$ cat src/rtl/puf_tmv_sampler.sv
`default_nettype none
// +----------------------------------------------------------------------------+
// | Module      : puf_tmv_sampler                                              |
// | Description : Temporal-majority-vote front end for a raw 32-bit PUF macro. |
// |               Build option PUF_TMV_STABILITY_EN adds unstable-bit outputs. |
// | Revision    : 1.0 - initial release                                        |
// +----------------------------------------------------------------------------+
module puf_tmv_sampler #(
  parameter  int PUF_BLOCKS = 2,
  parameter  int SAMPLES    = 5,
  localparam int CNT_W      = $clog2(SAMPLES + 1),
  localparam int ADDR_W     = (PUF_BLOCKS > 1) ? $clog2(PUF_BLOCKS) : 1,
  localparam int UCNT_W     = $clog2(PUF_BLOCKS * 32 + 1)
) (
  input  logic                     clk,
  input  logic                     reset,
  input  logic                     puf_read_req,
  output logic [PUF_BLOCKS*32-1:0] puf_data,
  output logic                     puf_valid,
  output logic                     busy,
  output logic                     raw_req,
  output logic [ADDR_W-1:0]        raw_addr,
  input  logic [31:0]              raw_data,
  input  logic                     raw_ack
`ifdef PUF_TMV_STABILITY_EN
  ,
  output logic [PUF_BLOCKS*32-1:0] unstable_mask,
  output logic [UCNT_W-1:0]        unstable_count
`endif
);

  localparam int               c_bits     = PUF_BLOCKS * 32;
  localparam logic [CNT_W-1:0] c_thresh   = CNT_W'((SAMPLES + 1) / 2);
  localparam logic [CNT_W-1:0] c_smp_last = CNT_W'(SAMPLES - 1);
  localparam logic [ADDR_W-1:0] c_blk_last = ADDR_W'(PUF_BLOCKS - 1);

  localparam logic [1:0] c_st_idle = 2'd0;
  localparam logic [1:0] c_st_req  = 2'd1;
  localparam logic [1:0] c_st_vote = 2'd2;
  localparam logic [1:0] c_st_done = 2'd3;

  generate
    if ((SAMPLES < 1) || (SAMPLES > 15) || ((SAMPLES % 2) == 0) || (PUF_BLOCKS < 1)) begin : g_bad_params
      $error("puf_tmv_sampler: SAMPLES must be odd in 1..15 and PUF_BLOCKS >= 1");
    end
  endgenerate

  logic [1:0]        r_state;
  logic [1:0]        w_state_nxt;
  logic [ADDR_W-1:0] r_blk;
  logic [CNT_W-1:0]  r_smp;
  logic              r_armed;
  logic [CNT_W-1:0]  r_cnt [c_bits];
  logic              w_start;
  logic              w_xfer;
  logic              w_last;

  assign w_start = (r_state == c_st_idle) && puf_read_req && r_armed;
  assign w_xfer  = raw_req && raw_ack;
  assign w_last  = (r_blk == c_blk_last) && (r_smp == c_smp_last);

  always_ff @(posedge clk or posedge reset) begin
    if (reset) begin
      r_state <= c_st_idle;
    end else begin
      r_state <= w_state_nxt;
    end
  end

  always_comb begin
    w_state_nxt = r_state;
    case (r_state)
      c_st_idle: if (w_start) w_state_nxt = c_st_req;
      c_st_req:  if (w_xfer && w_last) w_state_nxt = c_st_vote;
      c_st_vote: w_state_nxt = c_st_done;
      c_st_done: w_state_nxt = c_st_idle;
      default:   w_state_nxt = c_st_idle;
    endcase
  end

  // Outputs decode straight from state so an async reset drops them at once.
  always_comb begin
    raw_req   = (r_state == c_st_req);
    raw_addr  = (r_state == c_st_req) ? r_blk : '0;
    busy      = (r_state != c_st_idle);
    puf_valid = (r_state == c_st_done);
  end

  // Block index runs fastest so reads interleave 0,1,0,1,... across samples.
  always_ff @(posedge clk or posedge reset) begin
    if (reset) begin
      r_blk   <= '0;
      r_smp   <= '0;
      r_armed <= 1'b1;
    end else if (w_start) begin
      r_blk   <= '0;
      r_smp   <= '0;
      r_armed <= 1'b0;
    end else begin
      if ((r_state == c_st_idle) && !puf_read_req) begin
        r_armed <= 1'b1;
      end
      if (w_xfer) begin
        if (r_blk == c_blk_last) begin
          r_blk <= '0;
          r_smp <= r_smp + CNT_W'(1);
        end else begin
          r_blk <= r_blk + ADDR_W'(1);
        end
      end
    end
  end

  always_ff @(posedge clk or posedge reset) begin
    if (reset) begin
      for (int j = 0; j < c_bits; j++) r_cnt[j] <= '0;
    end else if (w_start) begin
      for (int j = 0; j < c_bits; j++) r_cnt[j] <= '0;
    end else if (w_xfer) begin
      for (int b = 0; b < PUF_BLOCKS; b++) begin
        if (r_blk == ADDR_W'(b)) begin
          for (int i = 0; i < 32; i++) begin
            r_cnt[32*b+i] <= r_cnt[32*b+i] + CNT_W'(raw_data[i]);
          end
        end
      end
    end
  end

  always_ff @(posedge clk or posedge reset) begin
    if (reset) begin
      puf_data <= '0;
    end else if (r_state == c_st_vote) begin
      for (int j = 0; j < c_bits; j++) puf_data[j] <= (r_cnt[j] >= c_thresh);
    end
  end

`ifdef PUF_TMV_STABILITY_EN
  logic [c_bits-1:0] w_unstable;
  logic [UCNT_W-1:0] w_unstable_count;

  // A bit is unstable when the samples disagree: neither all-0 nor all-1.
  always_comb begin
    w_unstable       = '0;
    w_unstable_count = '0;
    for (int j = 0; j < c_bits; j++) begin
      w_unstable[j]    = (r_cnt[j] != '0) && (r_cnt[j] != CNT_W'(SAMPLES));
      w_unstable_count = w_unstable_count + UCNT_W'(w_unstable[j]);
    end
  end

  always_ff @(posedge clk or posedge reset) begin
    if (reset) begin
      unstable_mask  <= '0;
      unstable_count <= '0;
    end else if (r_state == c_st_vote) begin
      unstable_mask  <= w_unstable;
      unstable_count <= w_unstable_count;
    end
  end
`endif

endmodule
`default_nettype wire
$ cat config.mk
export PLATFORM = sky130hd
export DESIGN_NAME = puf_tmv_sampler
export DESIGN_NICKNAME = d
export VERILOG_FILES = /design/src/rtl/puf_tmv_sampler.sv
export SDC_FILE = /design/constraint.sdc
export NUM_CORES = 1
export LEC_CHECK = 0
export BUFFER_PORTS_ARGS = -buffer_cell sky130_fd_sc_hd__buf_4
export CORE_AREA = 2 2 155 157
export DETAILED_ROUTE_END_ITERATION = 12
export DIE_AREA = 0 0 157 159
export PLACE_DENSITY = 0.73
export SETUP_SLACK_MARGIN = 0.5
export SLEW_MARGIN = 0
export SYNTH_ARGS = -nofsm -noshare
export SYNTH_HDL_FRONTEND = slang
export SYNTH_SLANG_ARGS = --single-unit
$ cat constraint.sdc
create_clock -name clk -period 10.6 [get_ports clk]
set_input_delay 2.12 -clock clk [delete_from_list [all_inputs] [get_ports clk]]
set_output_delay 2.12 -clock clk [all_outputs]
set_load 0.05 [all_outputs]
==> results of run 1 <==
power by group through the flow:
stage / Sequential [uW] / Clock, uW / Combinational (uW)
6_report: 1590 / 979 / 1620
5_1_grt: 1640 / 1040 / 1800
4_1_cts: 1590 / 995 / 1640
3_5_place_dp: 1600 / 0 / 1630
3_3_place_gp: 1590 / 0 / 1590
2_1_floorplan: 1980 / 0 / 783
worst min-delay path: stages (launching register included):
cell and delay (ns):
sky130_fd_sc_hd__dfstp_2 0.37, sky130_fd_sc_hd__nor2_1 0.08, sky130_fd_sc_hd__a21oi_1 0.05
kinds of logic (layout without fill, tap and decap cells):
kind of cell | count (synthesis) | in the layout | share of synthesized area [%]
xor gates and xnor gates | 34 | 34 | 2.36
adders and majority gates | 135 | 135 | 13.4
buffers and inverters | 120 | 203 | 4.55
and+or+nand+nor | 433 | 433 | 14.4
muxes | 2 | 2 | 0.169
DFF | 263 | 263 | 52.2
AOI/OAI and AO/OA | 324 | 324 | 12.9
through the flow:
stage	instances	worst slack, ns	area [um2]	hold WS, ns
after floorplan	1311	1.24	12600	0.467
after global placement	1662	6.15	13500	0.480
after detailed placement	1662	6.15	13500	0.488
after CTS	1713	6.25	14400	0.499
after global routing	1713	6.21	14400	0.545
final	1713	6.28	14400	0.495
layout by cell type, fill, tap and decap left out, types with 29 or more instances in the layout:
master / count
sky130_fd_sc_hd__a21oi_1: 291
sky130_fd_sc_hd__dfrtp_1: 262
sky130_fd_sc_hd__nand2_1: 261
sky130_fd_sc_hd__ha_1: 133
sky130_fd_sc_hd__buf_4: 114
sky130_fd_sc_hd__nor2_1: 100
sky130_fd_sc_hd__inv_1: 37
sky130_fd_sc_hd__nand4_1: 34
sky130_fd_sc_hd__xor2_1: 33
sky130_fd_sc_hd__o21ai_0: 32
sky130_fd_sc_hd__or3_1: 32
sky130_fd_sc_hd__clkbuf_16: 29
layer usage:
| metal | track usage [%] | vias up |
|---|---|---|
| met5 | 0 | - |
| met3 | 2.64 | 42 |
| met1 | 30.1 | 4537 |
| met4 | 5.80 | 0 |
| li1 | - | 4556 |
| met2 | 38.9 | 168 |
final timing paths:
kind | to | slack, ns | depth (start not counted)
max | raw_req | 6.28 | 4
min | r_armed | 0.50 | 2
max reg2reg | r_cnt[11] | 7.52 | 7
min reg2reg | r_armed | 0.50 | 2
max in group asynchronous | r_cnt[182] | 7.38 | 3
min in group asynchronous | puf_data[13] | 1.76 | 2
area by class of cell:
| class | instances | area, um2 | area share, % |
|---|---|---|---|
| clock buffer | 42 | 835 | 5.80 |
| clock inverter | 9 | 97.6 | 0.678 |
| inverter | 38 | 150 | 1.04 |
| multi-input combinational | 928 | 5480 | 38.1 |
| sequential | 263 | 6580 | 45.7 |
| tap | 319 | 399 | 2.77 |
| timing repair buffer | 114 | 856 | 5.94 |
sequential cells by signal, indices dropped and copies added, names as in the netlist:
name	cells
r_state	2
r_smp	3
r_cnt	192
r_armed	1
r_blk	1
puf_data	64
==> impl_summary.log, run 1 <==
INFO  metric run_status = finished clean
INFO  metric worst_pin_slew = 1.09 ns
INFO  metric finished_core_util = 62.1%
INFO  metric cts-root-buf = sky130_fd_sc_hd__clkbuf_16
INFO  metric cp_top_family = buffers and inverters
INFO  metric clock_edge_transition_at_the_registers_on_the_reported_setup_and_hold_paths = 0.06 ns
INFO  metric wirelength_met1 = 12100 um
INFO  metric pwr-share-comb = 38.6%
INFO  metric count_leader_synth = sky130_fd_sc_hd__a21oi_1
INFO  metric post_cts_hold_buffer_count = 0
INFO  metric floorplan.die_area = 25000 um2
INFO  metric sw_frac_of_total = 41.8%
INFO  metric setup.worst_path.end_class = primary output
INFO  metric area_delta_synth_final = 14.2%
INFO  metric std_cell_rows = 56
INFO  metric numClockSinks = 263
INFO  metric power.sequential.fraction = 38.0%
INFO  metric power.ir.vdd_worst = 192 uV
INFO  metric postSynthAreaPerCell = 9.62 um2
INFO  metric routed-wl-met3 = 937 um
INFO  metric highest_layer = met4
INFO  metric synth_enable_flop_cells = 0
INFO  metric portBuffers = 103
INFO  metric yosysWarnings = 0
INFO  metric design_power_total = 4190 uW
INFO  metric post_route_cells_drive_above_1_share = 12.1%
INFO  metric drc = 0
INFO  metric die_width = 157 um
INFO  metric routabilityCongestion = 0.760
INFO  metric setup.worst_path.start_class = register
INFO  metric crit_path_max_fanout = 30
INFO  metric ys_seq_area_share = 52.2%
INFO  metric worstHoldStart = r_armed
INFO  metric report.final.hold_viol_count = 0
INFO  metric p_leak = 0.00696 uW
INFO  metric worstPathCellList = inv_1 -> ha_2 -> buf_4 -> buf_4
INFO  metric clock_insertion_delay_worst_skew = 0.54 ns
INFO  metric hpwl = 16700 um
INFO  metric yosys.area.top_type_share = 52.0%
INFO  metric yosys-top-cells-area = sky130_fd_sc_hd__dfrtp_1 (52%), sky130_fd_sc_hd__ha_1 (13%), sky130_fd_sc_hd__a21oi_1 (12%), sky130_fd_sc_hd__nand2_1 (7.8%), sky130_fd_sc_hd__nor2_1 (3.0%)
INFO  metric initial_core_util = 54.4%
INFO  metric grt_pass1_vias = 9219
INFO  metric coreArea = 23200 um2
INFO  metric n_antenna_cell = 0
INFO  metric yosysUniqueCellTypes = 25
INFO  metric syn-instance-count = 1311
INFO  metric timing.critical_path.arrival = 2.20 ns
INFO  metric synth_top_area_cell = sky130_fd_sc_hd__dfrtp_1
INFO  metric pwr_cell_area = 291 nW/um2
INFO  metric fin_nets = 1544
INFO  metric timing.critical_path.buf_inv = 3
INFO  metric antenna_violations_before_repair = 0
INFO  metric setup_viol_count_final = 0
INFO  metric fin_skew = 0.0101 ns
INFO  metric setup_repair_after_global_routing_missed_its_margin = no
INFO  metric crit_slowest_cell = sky130_fd_sc_hd__buf_4
INFO  metric number_of_buffers_inserted_during_clock_tree_synthesis = 28
INFO  metric cts_post_setup_buffers_inserted = 0
INFO  metric via_density_per_instance = 5.43
INFO  metric design.portCount = 104
INFO  metric routedWlPerCell = 16.1 um
INFO  metric layout.filler_cells = 1914
INFO  metric maximum_number_of_pins_on_one_net_before_global_route_repair = 115
INFO  metric critPathMaxStageDelay = 0.44 ns
INFO  metric critPathKind = reg -> out
INFO  metric total_switching_power = 1750 uW
INFO  metric fp.dieH = 159 um
INFO  metric cp_data_required_time = 8.48 ns
INFO  metric first_drt_iteration_drcs = 707
INFO  metric track_usage = 22.5%
INFO  metric grt_pass1_wl = 45900 um
INFO  metric cts_tree = built
INFO  metric synth.net_count = 1482
INFO  metric finalMaxSlewViolations = 0
INFO  metric cts.path.max_buffers = 3
INFO  metric routed-via-count = 9303
INFO  metric ys_seq_elements = 263
INFO  metric min_period_over_period = 40.8%
INFO  metric critical_path.most_common_cell = sky130_fd_sc_hd__buf_4
INFO  metric cts-htree-levels = 1
INFO  metric holdCritPathClass = reg -> reg
INFO  metric max_cap_violations = 0
INFO  metric cts_resized = 0
INFO  metric period_minus_slack = 4.32 ns
INFO  metric postSynth.asyncResetShare = 100%
INFO  metric grt_overflow = 0
INFO  metric timing.fmax = 231 MHz
INFO  metric detail_route.wirelength = 27500 um
INFO  metric met2WireLength = 13900 um
INFO  metric drtAntennaViolNets = 0
INFO  metric slew_headroom = 27.7%
INFO  metric cp-startpoint = r_state[1]
INFO  metric firstDrtPassIters = 4
INFO  metric synth.top_cells.by_count = sky130_fd_sc_hd__a21oi_1 (291), sky130_fd_sc_hd__dfrtp_1 (262), sky130_fd_sc_hd__nand2_1 (261), sky130_fd_sc_hd__ha_1 (135), sky130_fd_sc_hd__nor2_1 (100)
INFO  metric worst_r2r_startpoint = r_state[0]
INFO  metric p_int = 2440 uW
INFO  metric finalSetupTns = 0 ns
INFO  metric clock_power_share = 23.4%
INFO  metric synthesis.area = 12600 um2
INFO  metric synth-main-ff-cell = sky130_fd_sc_hd__dfrtp_1
Note: power is estimated with default switching activity, not from simulation.
==> run 2, diff against run 1 <==
- CORE_AREA: 2 2 155 157 -> 2 2 156 158
- DIE_AREA: 0 0 157 159 -> 0 0 158 160
- PLACE_DENSITY: 0.73 -> 0.75
- clock period: 10.6 -> 3.6 ns (I/O delays scaled with it)
==> run 2 against run 1 <==
Final cell count up 0.47%. Count of clock-buffer cells in the layout grew 7. Sequential cell count unchanged. Global-route usage rose by 0.13 points. Via count up 1.5%. Combinational power grew to 3.0 times the previous value. Worst setup slack worse by 5.5 ns. Clock skew shrank 0.0028 ns. Clock power grew to 3.0 times the previous value. Core utilization fell by 0.98 points. Sequential power rose to 3.0 times the previous value. Critical endpoint unchanged. Highest routed layer unchanged.
==> impl_summary.log, run 2 (synthesis gave the netlist of run 1 again) <==
INFO  metric run_status = finished clean
INFO  metric layout_top_registers = r_cnt (192), puf_data (64), r_smp (3)
INFO  metric p_leak = 0.00701 uW
INFO  metric finalNonFillerCells = 1721
INFO  metric finalSetupTns = 0 ns
INFO  metric crit_path_max_fanout = 17
INFO  metric number_of_flip_flops_in_the_largest_register = 192
INFO  metric routedWlPerCell = 16.2 um
INFO  metric setup_viol_count_final = 0
INFO  metric first_drt_iteration_drcs = 608
INFO  metric routabilityCongestion = 0.778
INFO  metric slew_headroom = 37.9%
INFO  metric portBuffers = 103
INFO  metric design.portCount = 104
INFO  metric std_cell_rows = 57
INFO  metric grt_overflow = 0
INFO  metric cts_tree = built
INFO  metric holdCritPathClass = in -> async
INFO  metric period_minus_slack = 2.78 ns
INFO  metric report.final.hold_viol_count = 0
INFO  metric hpwl = 17900 um
INFO  metric area_delta_synth_final = 15.4%
INFO  metric cts_resized = 0
INFO  metric timing.fmax = 359 MHz
INFO  metric setup_repair_after_global_routing_missed_its_margin = no
INFO  metric grt_pass1_vias = 9336
INFO  metric pwr_cell_area = 855 nW/um2
INFO  metric finished_core_util = 61.1%
INFO  metric floorplan.die_area = 25300 um2
INFO  metric post_route_cells_drive_above_1_share = 12.0%
INFO  metric largest_register = r_cnt
INFO  metric most-common-layout-cells = sky130_fd_sc_hd__a21oi_1 (291), sky130_fd_sc_hd__dfrtp_1 (262), sky130_fd_sc_hd__nand2_1 (261)
INFO  metric drtAntennaViolNets = 0
INFO  metric routed-via-count = 9447
INFO  metric detail_route.wirelength = 27900 um
INFO  metric via_density_per_instance = 5.49
INFO  metric fin_skew = 0.00726 ns
INFO  metric n_antenna_cell = 0
INFO  metric dpl.cell_count = 1670
INFO  metric antenna_violations_before_repair = 0
INFO  metric power.ir.vdd_worst = 628 uV
INFO  metric initial_core_util = 52.9%
INFO  metric fin_nets = 1547
INFO  metric clock_insertion_delay_worst_skew = 0.53 ns
INFO  metric cts-htree-levels = 1
INFO  metric fin_area = 14600 um2
INFO  metric worst_pin_slew = 0.931 ns
INFO  metric max_cap_violations = 0
INFO  metric layout.filler_cells = 2017
INFO  metric numClockSinks = 263
INFO  metric cp_data_required_time = 2.88 ns
INFO  metric track_usage = 22.6%
INFO  metric timing.critical_path.arrival = 2.06 ns
INFO  metric setup.worst_path.start_class = register
INFO  metric min_period_over_period = 77.3%
INFO  metric cts_post_setup_buffers_inserted = 0
INFO  metric cts.path.max_buffers = 3
INFO  metric placedInstanceArea = 13600 um2
INFO  metric clock_edge_transition_at_the_registers_on_the_reported_setup_and_hold_paths = 0.06 ns
INFO  metric die_width = 158 um
INFO  metric coreArea = 23800 um2
INFO  metric critPathKind = reg -> out
INFO  metric maximum_number_of_pins_on_one_net_before_global_route_repair = 197
INFO  metric cts-root-buf = sky130_fd_sc_hd__clkbuf_16
INFO  metric finalMaxSlewViolations = 0
INFO  metric post_cts_hold_buffer_count = 0
INFO  metric grt_pass1_wl = 46500 um
INFO  metric firstDrtPassIters = 5
INFO  metric number_of_buffers_inserted_during_clock_tree_synthesis = 28
INFO  metric setup.worst_path.end_class = primary output
INFO  metric drc = 0
INFO  metric final.hold.worst_slack = 0.316 ns
INFO  metric fp.dieH = 160 um
INFO  metric layout.cells.most_common = sky130_fd_sc_hd__a21oi_1
[run 2: worst max-delay path, stage by stage, from the launching register on]
cell and delay, ns:
sky130_fd_sc_hd__dfrtp_1 0.43, sky130_fd_sc_hd__inv_1 0.13, sky130_fd_sc_hd__ha_2 0.43, sky130_fd_sc_hd__buf_4 0.30, sky130_fd_sc_hd__buf_4 0.24
[run 2: final cells by class]
| class | instances | area [um2] | area share, % |
|---|---|---|---|
| repair buffers | 117 | 991 | 6.81 |
| clock inverters | 2 | 60.1 | 0.413 |
| well taps | 324 | 405 | 2.78 |
| inverters | 38 | 146 | 1.01 |
| flip-flops and latches | 263 | 6580 | 45.2 |
| clock buffers | 49 | 891 | 6.12 |
| multi-input cells | 928 | 5480 | 37.6 |
[run 2: metrics by stage]
stage          worst slack [ns]  power (uW)
6_report                  0.815       12400
5_1_grt                   0.731       13300
4_1_cts                   0.816       12600
3_5_place_dp               1.12        9580
3_3_place_gp               1.19        9400
2_1_floorplan            -0.589        8150
[run 2: routing by layer]
metal,part of all wire (%),vias to the layer above,routed length [um],track usage [%]
li1,-,4581,-,-
met1,43,4638,12000,30.0
met2,50,186,14000,39.2
met3,4.2,42,1170,2.93
met4,2.5,0,689,5.86
met5,0,-,0,0
[run 2: final timing paths]
path	start	to	slack, ns	cells after the start
min in group clk	puf_read_req	r_armed	0.34	2
worst max-delay path	r_state[1]	raw_req	0.82	4
worst max register to register	r_state[1]	r_cnt[49]	1.12	7
worst min register to register	r_armed	r_armed	0.49	2
max in group asynchronous	reset	puf_data[54]	2.32	3
worst min-delay path	reset	r_cnt[152]	0.32	2
[run 2: report_power, final]
| group | internal [uW] | total (uW) | switching (uW) |
|---|---|---|---|
| combinational | 1540 | 4800 | 3260 |
| sequential | 3970 | 4720 | 753 |
| clock | 1800 | 2920 | 1120 |
==> run 3, diff against run 2 <==
- CORE_AREA: 2 2 156 158 -> 2 2 155 157
- DIE_AREA: 0 0 158 160 -> 0 0 157 159
- PLACE_DENSITY: 0.75 -> 0.73
- clock period: 3.6 -> 2.7 ns (I/O delays scaled with it)
==> run 3 against run 2 <==
Non-clock buffer count up 14. Final cell count up 0.64%. Cell area up 1.2%. Clock power up 32%. Sequential power up 32%. First-iteration DRC count up 15%. Power up 35%. Register-to-register slack worse by 0.43 ns. Sequential cell count unchanged. Wire length up 0.73%. Core utilization up 2.4 points. Critical path type unchanged. Largest cell class unchanged. Highest routed layer unchanged.
==> impl_summary.log, run 3 (synthesis gave the netlist of run 1 again) <==
INFO  metric run_status = finished clean
INFO  metric number_of_buffers_inserted_during_clock_tree_synthesis = 29
INFO  metric clock_power_share = 23.0%
INFO  metric cts.path.max_buffers = 3
INFO  metric antenna_violations_before_repair = 0
INFO  metric crit_path_max_fanout = 12
INFO  metric hpwl = 17900 um
INFO  metric period_minus_slack = 2.18 ns
INFO  metric grt_pass1_vias = 9151
INFO  metric portBuffers = 103
INFO  metric fp.dieH = 159 um
INFO  metric routedWlPerCell = 16.2 um
INFO  metric timing.fmax = 460 MHz
INFO  metric fin_area = 14700 um2
INFO  metric routabilityCongestion = 0.751
INFO  metric layout.filler_cells = 1861
INFO  metric numClockSinks = 263
INFO  metric floorplan.die_area = 25000 um2
INFO  metric min_period_over_period = 80.6%
INFO  metric drc = 0
INFO  metric pwr-share-comb = 39.7%
INFO  metric cts_tree = built
INFO  metric maximum_number_of_pins_on_one_net_before_global_route_repair = 114
INFO  metric finalMaxSlewViolations = 0
INFO  metric power.sequential.fraction = 37.3%
INFO  metric critPathMaxStageDelay = 0.38 ns
INFO  metric initial_core_util = 54.4%
INFO  metric max_cap_violations = 0
INFO  metric number_of_flip_flops_in_the_largest_register = 192
INFO  metric via_density_per_instance = 5.45
INFO  metric n_antenna_cell = 0
INFO  metric design.portCount = 104
INFO  metric p_int = 9800 uW
INFO  metric cp_top_family = flip-flops
INFO  metric setup.worst_path.start_class = register
INFO  metric setup_repair_after_global_routing_missed_its_margin = yes
INFO  metric timing.critical_path.arrival = 1.64 ns
INFO  metric drtAntennaViolNets = 0
INFO  metric holdCritPathClass = in -> async
INFO  metric clock_insertion_delay_worst_skew = 0.54 ns
INFO  metric multi_input_area = 5500 um2
INFO  metric slew_headroom = 54.0%
INFO  metric cts-htree-levels = 1
INFO  metric detail_route.wirelength = 28100 um
INFO  metric first_drt_iteration_drcs = 698
INFO  metric p_leak = 0.00710 uW
INFO  metric most-common-layout-cells = sky130_fd_sc_hd__a21oi_1 (291), sky130_fd_sc_hd__dfrtp_1 (262), sky130_fd_sc_hd__nand2_1 (261)
INFO  metric setup_ws = 0.524 ns
INFO  metric power.ir.vdd_worst = 705 uV
INFO  metric placement.setup.worst_slack = 0.551 ns
INFO  metric report.final.hold_viol_count = 0
INFO  metric total_switching_power = 6960 uW
INFO  metric critPathKind = reg -> out
INFO  metric setup_viol_count_final = 0
INFO  metric coreArea = 23200 um2
INFO  metric flop2flop_setup_slack = 0.69 ns
INFO  metric track_usage = 22.7%
INFO  metric crit_slowest_cell = sky130_fd_sc_hd__dfrtp_1
INFO  metric die_width = 157 um
INFO  metric setup.worst_path.end_class = primary output
INFO  metric largest_register = r_cnt
INFO  metric cts-root-buf = sky130_fd_sc_hd__clkbuf_16
INFO  metric placedInstanceArea = 13700 um2
INFO  metric std_cell_rows = 56
INFO  metric design_power_total = 16800 uW
INFO  metric area_delta_synth_final = 16.8%
INFO  metric grt_pass1_wl = 45800 um
INFO  metric cp_data_required_time = 2.16 ns
INFO  metric layout.cells.most_common = sky130_fd_sc_hd__a21oi_1
INFO  metric clock_edge_transition_at_the_registers_on_the_reported_setup_and_hold_paths = 0.06 ns
INFO  metric seq_area = 6580 um2
INFO  metric fin_skew = 0.00729 ns
INFO  metric grt_overflow = 0
INFO  metric timing.critical_path.buf_inv = 3
INFO  metric routed-via-count = 9447
INFO  metric firstDrtPassIters = 5
INFO  metric pwr_cell_area = 1140 nW/um2
INFO  metric sw_frac_of_total = 41.5%
INFO  metric layout_top_registers = r_cnt (192), puf_data (64), r_smp (3)
INFO  metric fin_nets = 1562
INFO  metric worst_pin_slew = 0.689 ns
INFO  metric worstPathCellList = inv_2 -> ha_4 -> buf_12 -> and2_4 -> buf_8
INFO  metric post_route_cells_drive_above_1_share = 13.2%
run 3: cell types whose count changed in the layout (fill, tap and decap cells not counted), sizes merged:
cell    previous run  this run
buf              117       130
bufbuf             0         1
clkbuf            49        45
clkinv             0         5
inv               37        38
run 3: what timing repair did:
action,CTS,global route
setup buffers,3,0
resized for setup,12,2
endpoints found under the setup margin,3,3
hold buffers,0,0
gates cloned,1,0
run 3: cell type report:
type                            count  area share (%)
Sequential cell                   263            44.7
Multi-Input combinational cell    928            37.3
Timing Repair Buffer              131            8.00
Clock buffer                       45            5.61
Tap cell                          319            2.71
Inverter                           38           0.994
Clock inverter                      8           0.663
run 3: power by group through the flow:
| stage | clock network (uW) | registers, uW | logic, uW |
|---|---|---|---|
| final | 3850 | 6250 | 6650 |
| after global routing | 4090 | 6430 | 7340 |
| after CTS | 3920 | 6250 | 6720 |
| after detailed placement | 0 | 6300 | 6520 |
| after global placement | 0 | 6250 | 6340 |
| after floorplan | 0 | 7790 | 3080 |
run 3: path summary, 6_finish.rpt:
kind	startpoint	depth (start not counted)	endpoint
worst max-delay path	r_state[1]	5	raw_addr
worst min-delay path	reset	2	r_cnt[152]
worst max register to register	r_state[1]	8	r_cnt[110]
worst min register to register	r_armed	2	r_armed
max in group asynchronous	reset	3	r_armed
min in group clk	puf_read_req	2	r_armed
run 3: through the flow:
stage	TNS [ns]	hold slack (ns)	cells	utilization, %
after floorplan	-343.27	0.467	1311	-
after global placement	0	0.479	1675	59.1
after detailed placement	0	0.498	1675	59.1
after CTS	0	0.118	1732	63.5
after global routing	0	0.136	1732	63.5
final	0	0.116	1732	63.5
run 3: routing by layer:
metal / wire length [um] / global-route usage [%]
met5: 0 / 0
met4: 713 / 6.63
met3: 1170 / 2.94
met2: 14000 / 38.4
met1: 12200 / 30.7
